[config.mk]
export PLATFORM = sky130hd
export DESIGN_NAME = ps2_key_matrix
export DESIGN_NICKNAME = d
export VERILOG_FILES = /design/src/rtl/ps2_key_matrix.sv
export SDC_FILE = /design/constraint.sdc
export NUM_CORES = 1
export LEC_CHECK = 0
export ABC_AREA = 1
export BUFFER_PORTS_ARGS = -buffer_cell sky130_fd_sc_hd__buf_2
export CAP_MARGIN = 20
export CORE_MARGIN = 4
export CORE_UTILIZATION = 35
export CTS_CLUSTER_SIZE = 20
export DETAILED_ROUTE_END_ITERATION = 10
export HOLD_SLACK_MARGIN = 0.05
export SETUP_SLACK_MARGIN = 0.4
export SYNTH_ARGS = -nofsm -noshare
export SYNTH_HDL_FRONTEND = slang
export SYNTH_SLANG_ARGS = --single-unit
export TNS_END_PERCENT = 1
[constraint.sdc]
create_clock -name clk -period 2.74 [get_ports clk]
set_input_delay 0.137 -clock clk [delete_from_list [all_inputs] [get_ports clk]]
set_output_delay 0.137 -clock clk [all_outputs]
set_load 0.05 [all_outputs]
[src/rtl/ps2_key_matrix.sv]
// PS/2 scancode stream to UT-88 keyboard matrix: held-key map, shift/caps, port 05/06/A0 reads.
// Ports: clk, rst (async active-low), rx_data/rx_valid in, clear, row_sel in; col_data, mod_data,
//   any_key, key_shift, key_caps, hex_key, hex_valid out. Optional: KBD_HEXKEY_EN builds hex-key map.
module ps2_key_matrix #(
    parameter int unsigned ERR_TIMEOUT = 100_000
) (
    input  logic       clk,
    input  logic       rst,
    input  logic [7:0] rx_data,
    input  logic       rx_valid,
    input  logic       clear,
    input  logic [7:0] row_sel,
    output logic [7:0] col_data,
    output logic [7:0] mod_data,
    output logic       any_key,
    output logic       key_shift,
    output logic       key_caps,
    output logic [7:0] hex_key,
    output logic       hex_valid
);

    localparam int CW = (ERR_TIMEOUT > 1) ? $clog2(ERR_TIMEOUT + 1) : 1;
    localparam logic [CW-1:0] CNT_LAST = CW'(ERR_TIMEOUT - 1);

    typedef enum logic [1:0] {
        S_IDLE,
        S_EXT,
        S_BRK,
        S_EXT_BRK
    } state_t;

    state_t        state, state_n;
    logic [CW-1:0] cnt, cnt_n;

    logic          do_make, do_brk, do_flush;
    logic          act_make, act_brk, act_flush;
    logic [7:0]    act_code;

    logic [255:0]  key_map;
    logic [255:0]  map_nomod;
    logic          shift_l, shift_r, caps;

    logic          is_fake;
    logic          is_flush;

    // E0 12 / E0 7C are the fake-shift wrappers sent around extended keys.
    assign is_fake  = (rx_data == 8'h12) || (rx_data == 8'h7C);
    assign is_flush = (rx_data == 8'hAA) || (rx_data == 8'h00) ||
                      (rx_data == 8'hFF);

    always_comb begin
        state_n  = state;
        cnt_n    = cnt;
        do_make  = 1'b0;
        do_brk   = 1'b0;
        do_flush = 1'b0;
        if (state != S_IDLE) begin
            cnt_n = cnt + 1'b1;
        end
        if (rx_valid) begin
            cnt_n = '0;
            unique case (state)
                S_IDLE: begin
                    if (rx_data == 8'hE0) begin
                        state_n = S_EXT;
                    end else if (rx_data == 8'hF0) begin
                        state_n = S_BRK;
                    end else if (is_flush) begin
                        do_flush = 1'b1;
                    end else begin
                        do_make = 1'b1;
                    end
                end
                S_EXT: begin
                    if (rx_data == 8'hF0) begin
                        state_n = S_EXT_BRK;
                    end else begin
                        state_n = S_IDLE;
                        do_make = !is_fake;
                    end
                end
                S_BRK: begin
                    state_n = S_IDLE;
                    do_brk  = 1'b1;
                end
                S_EXT_BRK: begin
                    state_n = S_IDLE;
                    do_brk  = !is_fake;
                end
                default: state_n = S_IDLE;
            endcase
        end else if (state != S_IDLE && cnt == CNT_LAST) begin
            // Prefix never completed: abandon it silently.
            state_n = S_IDLE;
            cnt_n   = '0;
        end
        if (clear) begin
            state_n  = S_IDLE;
            cnt_n    = '0;
            do_make  = 1'b0;
            do_brk   = 1'b0;
            do_flush = 1'b0;
        end
    end

    always_ff @(posedge clk or negedge rst) begin
        if (!rst) begin
            state     <= S_IDLE;
            cnt       <= '0;
            act_make  <= 1'b0;
            act_brk   <= 1'b0;
            act_flush <= 1'b0;
            act_code  <= '0;
        end else begin
            state     <= state_n;
            cnt       <= cnt_n;
            act_make  <= do_make;
            act_brk   <= do_brk;
            act_flush <= do_flush;
            act_code  <= rx_data;
        end
    end

    // Bit 58 doubles as the caps key's held flag so typematic repeats
    // do not re-toggle caps.
    always_ff @(posedge clk or negedge rst) begin
        if (!rst) begin
            key_map <= '0;
            shift_l <= 1'b0;
            shift_r <= 1'b0;
            caps    <= 1'b0;
        end else if (clear || act_flush) begin
            key_map <= '0;
            shift_l <= 1'b0;
            shift_r <= 1'b0;
        end else if (act_make) begin
            unique case (act_code)
                8'h12: shift_l <= 1'b1;
                8'h59: shift_r <= 1'b1;
                8'h58: begin
                    if (!key_map[8'h58]) begin
                        caps <= ~caps;
                    end
                    key_map[8'h58] <= 1'b1;
                end
                default: key_map[act_code] <= 1'b1;
            endcase
        end else if (act_brk) begin
            unique case (act_code)
                8'h12:   shift_l <= 1'b0;
                8'h59:   shift_r <= 1'b0;
                default: key_map[act_code] <= 1'b0;
            endcase
        end
    end

    always_comb begin
        map_nomod        = key_map;
        map_nomod[8'h58] = 1'b0;
    end

    assign any_key   = |map_nomod;
    assign key_shift = shift_l | shift_r;
    assign key_caps  = caps;

    // Scancodes of one matrix row, bit 6 code in the top byte.
    function automatic logic [55:0] row_codes(
        input logic [2:0] r,
        input logic       sh,
        input logic       cp
    );
        logic [55:0] c;
        c = '0;
        unique case (r)
            3'd0: c = {8'h36, 8'h2E, 8'h25, 8'h26, 8'h1E, 8'h16, 8'h45};
            3'd1: c = {(sh ? 8'h55 : 8'h4E),
                       8'h41, 8'h4C, 8'h4C, 8'h46, 8'h3E, 8'h3D};
            3'd2: c = {(cp ? 8'h4B : 8'h23), (cp ? 8'h1D : 8'h21),
                       (cp ? 8'h41 : 8'h32), (cp ? 8'h2B : 8'h1C),
                       8'h1E, 8'h4A, 8'h49};
            3'd3: c = {8'h42, 8'h3B, 8'h43, 8'h33, 8'h34, 8'h2B, 8'h24};
            3'd4: c = {8'h2D, 8'h15, 8'h4D, 8'h44, 8'h31, 8'h3A, 8'h4B};
            3'd5: c = {8'h35, 8'h22, 8'h1D, 8'h2A, 8'h3C, 8'h2C, 8'h1B};
            3'd6: c = {8'h29, 8'h71, 8'h70, 8'h5B, 8'h5D, 8'h54, 8'h1A};
            3'd7: c = {8'h6C, 8'h77, 8'h5A, 8'h72, 8'h75, 8'h6B, 8'h74};
            default: c = '0;
        endcase
        return c;
    endfunction

    logic [2:0]  row_idx;
    logic        row_hit;
    logic [55:0] codes;
    logic [6:0]  pressed;
    logic [7:0]  col_n;
    logic [7:0]  mod_n;

    always_comb begin
        row_idx = '0;
        row_hit = 1'b0;
        // Walk downward so the lowest selected row wins.
        for (int i = 7; i >= 0; i--) begin
            if (!row_sel[i]) begin
                row_idx = 3'(i);
                row_hit = 1'b1;
            end
        end
        codes = row_codes(row_idx, key_shift, caps);
        for (int b = 0; b < 7; b++) begin
            pressed[b] = key_map[codes[b*8 +: 8]];
        end
        if (row_sel == 8'h00) begin
            col_n = any_key ? 8'h00 : 8'h7F;
        end else if (!row_hit) begin
            col_n = 8'h7F;
        end else begin
            col_n = {1'b0, ~pressed};
        end
        mod_n = ~{1'b1, 4'b0000, key_shift, 1'b0, caps};
    end

    always_ff @(posedge clk or negedge rst) begin
        if (!rst) begin
            col_data <= 8'h7F;
            mod_data <= 8'h7F;
        end else begin
            col_data <= col_n;
            mod_data <= mod_n;
        end
    end

`ifdef KBD_HEXKEY_EN
    function automatic logic [7:0] hex_map(input logic [7:0] code);
        logic [7:0] h;
        unique case (code)
            8'h45:   h = 8'h10;
            8'h16:   h = 8'h01;
            8'h1E:   h = 8'h02;
            8'h26:   h = 8'h03;
            8'h25:   h = 8'h04;
            8'h2E:   h = 8'h05;
            8'h36:   h = 8'h06;
            8'h3D:   h = 8'h07;
            8'h3E:   h = 8'h08;
            8'h46:   h = 8'h09;
            8'h1C:   h = 8'h0A;
            8'h32:   h = 8'h0B;
            8'h21:   h = 8'h0C;
            8'h23:   h = 8'h0D;
            8'h24:   h = 8'h0E;
            8'h2B:   h = 8'h0F;
            8'h76:   h = 8'h80;
            default: h = 8'h00;
        endcase
        return h;
    endfunction

    always_ff @(posedge clk or negedge rst) begin
        if (!rst) begin
            hex_key   <= '0;
            hex_valid <= 1'b0;
        end else begin
            hex_valid <= act_make & ~clear;
            if (act_make && !clear) begin
                hex_key <= hex_map(act_code);
            end
        end
    end
`else
    assign hex_key   = 8'h00;
    assign hex_valid = 1'b0;
`endif

endmodule
---- After elaboration in Yosys (flattened, before gate mapping) ----
Index checks and enable logic that the tools add are counted.
operators by class
  add/sub/neg operators ................... 1
  $lt $le $gt $ge ......................... 9
  eq/ne operators ......................... 25
  mux-type cells .......................... 85
  bitwise operators ....................... 9
  reduce and logical (&&, ||, !) cells .... 27
operators with widths
  cell                   count
  $mux 256               4
  $pmux 56 s8            1
  $and 256x256->256      1
  $not 256->256          1
  $or 256x256->256       1
  $reduce_or 255->1      1
  $mux 167               1
  $mux 88                1
  $lt 8x9->1 const B     8
  $mux 17                4
  $bmux 1 s8             7
  $mux 1                 40
  $mux 7                 5
  $eq 8x8->1 const B     4
  $eq 8x7->1 const B     3
  $mux 3                 8
  $add 17x1->17 const B  1
  $eq 17x17->1 const B   1
  $eq 8x5->1 const B     2
  $logic_not 8->1        2
  $eq 3x3->1 const B     4
  $mux 2                 6
  $mux 6                 2
  $ne 3x2->1 const B     3
  28 further kinds       45
storage, ports and cells
  bits in registers ....................... 305
  input port bits ......................... 20
  word-level logic and storage cells ...... 169

---- Logic depth before layout (Yosys ltp) ----
Gate-level depths: netlist of the first run.
  depth in word-level cells ............... 15
  gate-level depth with buffers ........... 27

---- Least setup slack after synthesis of the first run ----
OpenSTA, ideal clock, no wires.
  path kind ............................... input port to flip-flop
  start point ............................. in row_sel[4]
  end point ............................... reg col_data[6]
  arrival ................................. 2.693 ns
  data required time ...................... 2.657 ns
  setup slack ............................. -0.036 ns
  cell stages on the path ................. 21
  buffers on the path ..................... 3
  cell sequence ........................... nand2_1 -> inv_1 -> nand2_1 -> a31oi_1 -> inv_1 -> ha_1 -> buf_2 -> o31ai_1 -> nand3_1 -> buf_2 -> buf_2 -> o211ai_1 -> nand3_1 -> nand3_1 -> nand3_1 -> nand3_1 -> nand2_1 -> nand2_1 -> nand3_1 -> nand2_1 -> nand2_1
between the ends
  cells in the longest elaborated chain, start to end .. 12
  elaborated cells between the ends (all ways) .. 25
ends and longest elaborated chain
  item                                RTL line  source
  start, declared                     12        input logic [7:0] row_sel,
  $mux 3 (5 in a row)                 203       if (!row_sel[i]) begin
  $eq 3x3->1 (tied with other cells)  174       unique case (r)
  $pmux 56 s8                         174
  $bmux 1 s8                          210       pressed[b] = key_map[codes[b*8 +: 8]];
  $mux 1 (not written as such)        210
  $not 7->7                           217       col_n = {1'b0, ~pressed};
  $mux 7                              214       end else if (!row_hit) begin
  $mux 7 *                            212       if (row_sel == 8'h00) begin
  net col_n[6]                        195       logic [7:0] col_n;
  end signal, assigned                227       col_data <= col_n;
  end, declared                       13        output logic [7:0] col_data,
The timed path passes the listed nets; every way through them passes the cells marked *. The select of a mux whose other input is x is not followed.
A chain may end at the register's enable or synchronous reset.

---- Worst setup path after layout of the first run ----
  start point ............................. reg key_map[100]
  end point ............................... out any_key
between the ends
  cells in the longest elaborated chain, start to end .. 1
ends and longest elaborated chain
  item                             RTL line  source
  start, declared                  39        logic [255:0] key_map;
  start signal, assigned           128       key_map <= '0;
  start signal, assigned           133       key_map <= '0;
  start signal, assigned by index  144       key_map[8'h58] <= 1'b1;
  $reduce_or 255->1                162       assign any_key = |map_nomod;
  end, declared                    15        output logic any_key,
No other way between the ends.

==> results.yml, run 1 <==
run_status:
  status: "finished, violations left"
  violations: "setup timing"
synth:
  ys.flop_type: "dfrtp_1"
  yosysTopAreaCellShare: 0.326
  syn-cell-area_um2: 22200
  synth.most_common_cell: "nand2_1"
  ys_seq_elements: 298
  synthTopCellsByCount: "nand2_1 (855), nand3_1 (490), o21ai_0 (296)"
  postSynthAreaPerCell_um2: 6.53
  yosysUniqueCellTypes: 55
  synth.area.top_cells: "dfrtp_1 (33%), nand2_1 (14%), nand3_1 (11%)"
  synth_top_area_cell: "dfrtp_1"
  syn_inst: 3395
  yosysSeqAreaShare: 0.337
  synth_edf_count: 0
  yosysWarnings: 0
  async_flop_share: 1.00
die:
  pin_count: 48
  die_area_um2: 67500
  initial_core_util: 0.353
  core_um2: 62900
  placementRows: 92
  die-height_um: 260
  die_width_um: 260
critical_path:
  critPathMaxFanout: 5
  end_kind: "output port"
  crit_buf_inv: 4
  critPathRequiredTime_ps: 2600
  crit_top_cell: "buf_4"
  slowest_stage: "dfrtp_1"
  cpPeakStageDelay_ps: 470
  cp.arrival_ps: 2830
  rr_worst_depth: 17
  crit_chain: "inv_1 -> nand4_1 -> nor3_1 -> nand3_1 -> nor4_4 -> buf_4 -> nor4b_4 -> buf_4 -> nand2_4 -> buf_8"
  crit_cells: 10
  crit_family: "simple AND/OR/NAND/NOR gates"
  cp-start-kind: "flip-flop"
  worstSetupPathType: "flip-flop to output port"
  startpoint: "key_map[100]$_DFFE_PN0P_"
  reg2reg_from: "shift_r$_DFFE_PN0P_"
clock_tree:
  clock_latency_ps: 580
  cts_buffers: 38
  cts_root_buffer: "clkbuf_16"
  cts_tree: "done"
  cts.sinks: 298
  clk_pin_slew_worst_paths_ps: 60
  h-tree-depth: 2
  cts_buffer_depth: 3
power_and_ir_drop:
  p_leak_nw: 13.0
  peakVddDrop_mv: 0.445
  p_total_mw: 14.0
  powerDensity_nw_per_um2: 473
routing:
  vias: 27000
  dr.pass1.iters: 6
  ant_nets: 0
  drt-met1-wl_mm: 47.2
  wl_met2_mm: 49.6
  drcViolationCount: 0
  routed_via_density: 5.94
  first_iter_violations: 3599
  wl_met3_mm: 12.9
  wl_per_cell_um: 25.9
  wl_mm: 118
  dr.max_layer_used: "met5"
flow_run:
  cap_violations: 0
placement:
  dp.cells: 4434
  gp_congestion: 1.09
  place_hpwl_mm: 84.1
  io_buffers: 31
cells_and_area:
  fin_cells: 4545
  fin_util: 0.471
  layout-drive-gt1-share: 0.202
  n_antenna_cell: 0
  syn2layout_area_growth_pct: 33.4
  nNetsFinal: 3696
global_routing:
  grt_max_degree: 125
  grt_pass1_wl_mm: 171
  grt_pass1_vias: 25300
  grt_antenna_before_repair: 2
  gr-total-overflow: 0
  track_usage: 0.337
timing:
  finalSetupViolations: 4
  min_period_ps: 2970
  postLayoutSetupSlackWorst_ps: -229
  final_max_slew_viol_count: 0
  finalHoldViolations: 0
  rsz0062_at_grt: "true"
  tightest_slew_ps: 745
  min_period_over_period: 1.08
  whs_ps: 68.9
  relSlewSlack: 0.503
  skew_ps: 36.8
  fmax_ghz: 0.337
worst_hold_path:
  min_path_type: "primary input to asynchronous set/reset pin"
==> area by class of cell <==
class | instances | area [µm²]
Timing Repair Buffer | 477 | 4940
Clock buffer | 55 | 1100
Tap cell | 846 | 1060
Sequential cell | 298 | 7470
Multi-Input combinational cell | 2565 | 13700
Fill cell | 6398 | 33300
Clock inverter | 13 | 205
Inverter | 291 | 1130
==> flip-flops by register name, indices dropped and copies added, names as in the netlist <==
name	flops
key_map	256
cnt	17
act_code	8
col_data	7
mod_data	2
state	2
act_brk	1
act_flush	1
act_make	1
key_caps	1
shift_l	1
shift_r	1
==> metrics by stage <==
stage / setup WS (ps) / instance area [µm²] / TNS, ps
6_report: -229 / 29600 / -326
5_1_grt: -271 / 29600 / -1080
4_1_cts: -257 / 28400 / -257
3_5_place_dp: -766 / 26500 / -4160
3_3_place_gp: -886 / 26500 / -4540
2_1_floorplan: 202 / 22300 / 0
==> layout by cell type (no fill, tap or decap), types with 19 or more instances in the layout <==
master     Yosys  final
nand3_2        5     34
nor2_4         2     19
o211ai_1     117    117
o21ai_1       12     42
clkbuf_16      0     43
buf_2         65     29
a31oi_1      106    101
o22ai_1       24     24
nand2_1      855    823
nor3_1        54     51
buf_6          6     22
buf_4         18    308
nand3_4        2     19
dfrtp_1      289    289
inv_2         10     19
a21oi_1      176    167
o21ai_0      296    254
nor2_1       219    198
nor4_1        54     50
inv_1        278    262
nand3_1      490    444
nand4_1       31     31
buf_12         0     89
==> logic make-up after synthesis <==
family,count (synthesis),synth area share
compound gates,803,0.214
flops,298,0.337
other cells,2,0.000339
xor+xnor,6,0.00237
fa+ha+maj,5,0.00282
buf+inv,546,0.101
simple gates,1735,0.343
==> what timing repair did <==
action                                  4_1_cts  5_1_grt
gates resized for setup                      64      257
endpoints found under the hold margin       319        0
endpoints found under the setup margin      227      239
pin swaps                                    25       61
gates cloned                                  1        5
hold buffers                                 14        0
setup buffers                                18        5
==> worst paths after layout <==
| kind | slack [ps] | to |
|---|---|---|
| max | -230 | any_key |
| min | 70 | key_map[148]$_DFFE_PN0P_ |
| max reg2reg | 200 | col_data[6]$_DFF_PN1_ |
| min reg2reg | 480 | mod_data[0]$_DFF_PN1_ |
| max in group asynchronous | 1880 | state[0]$_DFFE_PN0P_ |
| min in group clk | 160 | col_data[3]$_DFF_PN1_ |
==> layer usage <==
layer  vias to the layer above  track usage
li1                      12200            -
met1                     12800        0.451
met2                      1616        0.498
met3                       433       0.0855
met4                         2        0.186
met5                         -            0
==> power by group <==
group          internal, mW  switching (mW)
sequential             4.47          0.0293
combinational          1.46            2.68
clock                  3.19            2.15
No activity file was read; power rests on OpenSTA's default activity.
==> inputs of run 2 (changes only) <==
CTS_BUF_LIST = sky130_fd_sc_hd__clkbuf_8   (was not set)
CTS_CLUSTER_DIAMETER = 60   (was not set)
==> run 2 against run 1 <==
Against the previous run: flip-flop and latch count is the same; the flow still finishes with violations (setup timing); largest power group is now sequential cells; clock power shrank 27%; critical endpoint unchanged; routed wire length grew 0.69%; final cell count is 0.18% higher; fmax is 2.6% lower; design area increased by 5.4%; utilization up 2.5 points.
==> results.yml, run 2 (synthesized netlist as in run 1, its figures left out) <==
cells_and_area:
  nNetsFinal: 3705
  largestRegisters: "key_map x256, cnt x17, act_code x8"
  final_cell_mix: "nand2_1 (761), nand3_1 (426), dfrtp_1 (289)"
  largest_reg_flops: 256
  fin_cells: 4553
  top_register: "key_map"
  syn2layout_area_growth_pct: 40.5
  stdcell_area_um2: 31200
  final_common_cell: "nand2_1"
  layout-drive-gt1-share: 0.278
global_routing:
  grt_pass1_wl_mm: 171
  grt_pass1_vias: 25200
  grt_antenna_before_repair: 0
  grt_max_degree: 125
  gr-total-overflow: 0
  track_usage: 0.337
critical_path:
  rr_worst_depth: 9
  cpPeakStageDelay_ps: 470
  r2r-end: "col_data[4]$_DFF_PN1_"
  slowest_stage: "dfrtp_1"
  crit_top_cell: "buf_4"
  critPathRequiredTime_ps: 2600
  crit_chain: "nor4_1 -> nand4_1 -> nor4_4 -> buf_4 -> nor4b_4 -> buf_4 -> nand2_4 -> buf_8"
  reg2reg_from: "key_map[81]$_DFFE_PN0P_"
  cp-start-kind: "flip-flop"
  worstSetupPathType: "flip-flop to output port"
  cp.arrival_ps: 2910
  critPathMaxFanout: 5
  end_kind: "output port"
  reg2reg_slack_ps: 190
flow_run:
  cap_violations: 0
die:
  die-height_um: 260
  die_area_um2: 67500
  die_width_um: 260
  placementRows: 92
  initial_core_util: 0.353
  pin_count: 48
  core_um2: 62900
timing:
  min_period_ps: 3050
  finalHoldViolations: 0
  fin_tns_setup_ps: -308
  skew_ps: 89.0
  tightest_slew_ps: 876
  finalSetupViolations: 1
  relSlewSlack: 0.416
  postLayoutSetupSlackWorst_ps: -308
  rsz0062_at_grt: "true"
  fmax_ghz: 0.328
  min_period_over_period: 1.11
  final_max_slew_viol_count: 0
power_and_ir_drop:
  p_leak_nw: 13.7
  powerDensity_nw_per_um2: 409
  p_sw_frac: 0.391
  p_int_mw: 7.76
  power.share.sequential: 0.353
  peakVddDrop_mv: 0.286
  share_comb_of_total_power: 0.342
  clockPowerShare: 0.306
  p_switching_mw: 4.98
worst_hold_path:
  min_to: "col_data[0]$_DFF_PN1_"
  min_path_type: "primary input to flip-flop"
  min_path_cells: 6
  min_from: "row_sel[1]"
routing:
  wl_per_cell_um: 26.0
  vias: 27300
  dr.pass1.iters: 6
  routed_via_density: 5.99
  wl_mm: 119
  first_iter_violations: 3478
  drcViolationCount: 0
  ant_nets: 0
clock_tree:
  cts_buffer_depth: 3
  cts_buffers: 34
  clock_latency_ps: 670
  clk_pin_slew_worst_paths_ps: 100
  cts_tree: "done"
  cts_root_buffer: "clkbuf_8"
  cts.sinks: 298
  h-tree-depth: 2
run_status:
  status: "finished, violations left"
  violations: "setup timing"
placement:
  dp.cells: 4434
  place_area_um2: 26500
  io_buffers: 31
  gp_congestion: 1.09
  place_hpwl_mm: 84.1
-- run 2: routing by layer --
| layer | wire (µm) | global-route usage | up-vias |
|---|---|---|---|
| met5 | 0 | 0 | - |
| met4 | 7630 | 0.182 | 0 |
| met3 | 12900 | 0.0834 | 421 |
| met2 | 51000 | 0.501 | 1628 |
| met1 | 47100 | 0.452 | 13000 |
| li1 | - | - | 12200 |
-- run 2: repair_timing --
item / 4_1_cts / 5_1_grt
resized for setup: 105 / 728
buffers inserted: 17 / 17
endpoints found under the setup margin: 237 / 209
cloned: 1 / 6
hold endpoints to repair: 330 / 0
pin swaps: 35 / 183
hold buffers: 15 / 0
-- run 2: metrics by stage --
step | hold WS [ps] | setup slack (ps) | power [mW] | util
after floorplan | -159 | 202 | 6.45 | -
after global placement | 67.4 | -886 | 8.27 | 0.421
after detailed placement | 74.7 | -766 | 8.26 | 0.422
after CTS | 56.5 | -311 | 12.3 | 0.447
after global routing | 118 | -332 | 13.1 | 0.496
final | 93.9 | -308 | 12.7 | 0.496
-- run 2: cell type report --
class / count / area (µm²)
inverter: 291 / 1200
sequential: 298 / 7470
timing repair buffer: 490 / 5370
tap: 846 / 1060
fill: 6276 / 31700
antenna: 1 / 2.50
clock buffer: 35 / 482
clock inverter: 27 / 379
multi-input combinational: 2565 / 15200
-- run 2: critical path, delay by kind of cell, from the launching register on --
family,cells,cell delay [ps]
AND/OR/NAND/NOR,5,1250
flip-flops,1,470
buffers and inverters,3,520
-- run 2: worst max path at each step --
stage	start	to	slack (ps)
finish	key_map[81]$_DFFE_PN0P_	any_key	-310
floorplan	row_sel[4]	col_data[4]$_DFF_PN1_	200
global placement	row_sel[5]	col_data[6]$_DFF_PN1_	-890
CTS	key_map[43]$_DFFE_PN0P_	any_key	-310
global route	key_map[117]$_DFFE_PN0P_	any_key	-330
detailed placement	row_sel[7]	col_data[0]$_DFF_PN1_	-770
-- run 2: power by group through the flow --
| stage | Clock, mW | Combinational [mW] | Sequential (mW) |
|---|---|---|---|
| finish | 3.90 | 4.35 | 4.49 |
| global route | 4.11 | 4.53 | 4.50 |
| CTS | 3.96 | 3.88 | 4.49 |
| detailed placement | 0 | 3.69 | 4.58 |
| global placement | 0 | 3.69 | 4.58 |
| floorplan | 0 | 1.77 | 4.68 |
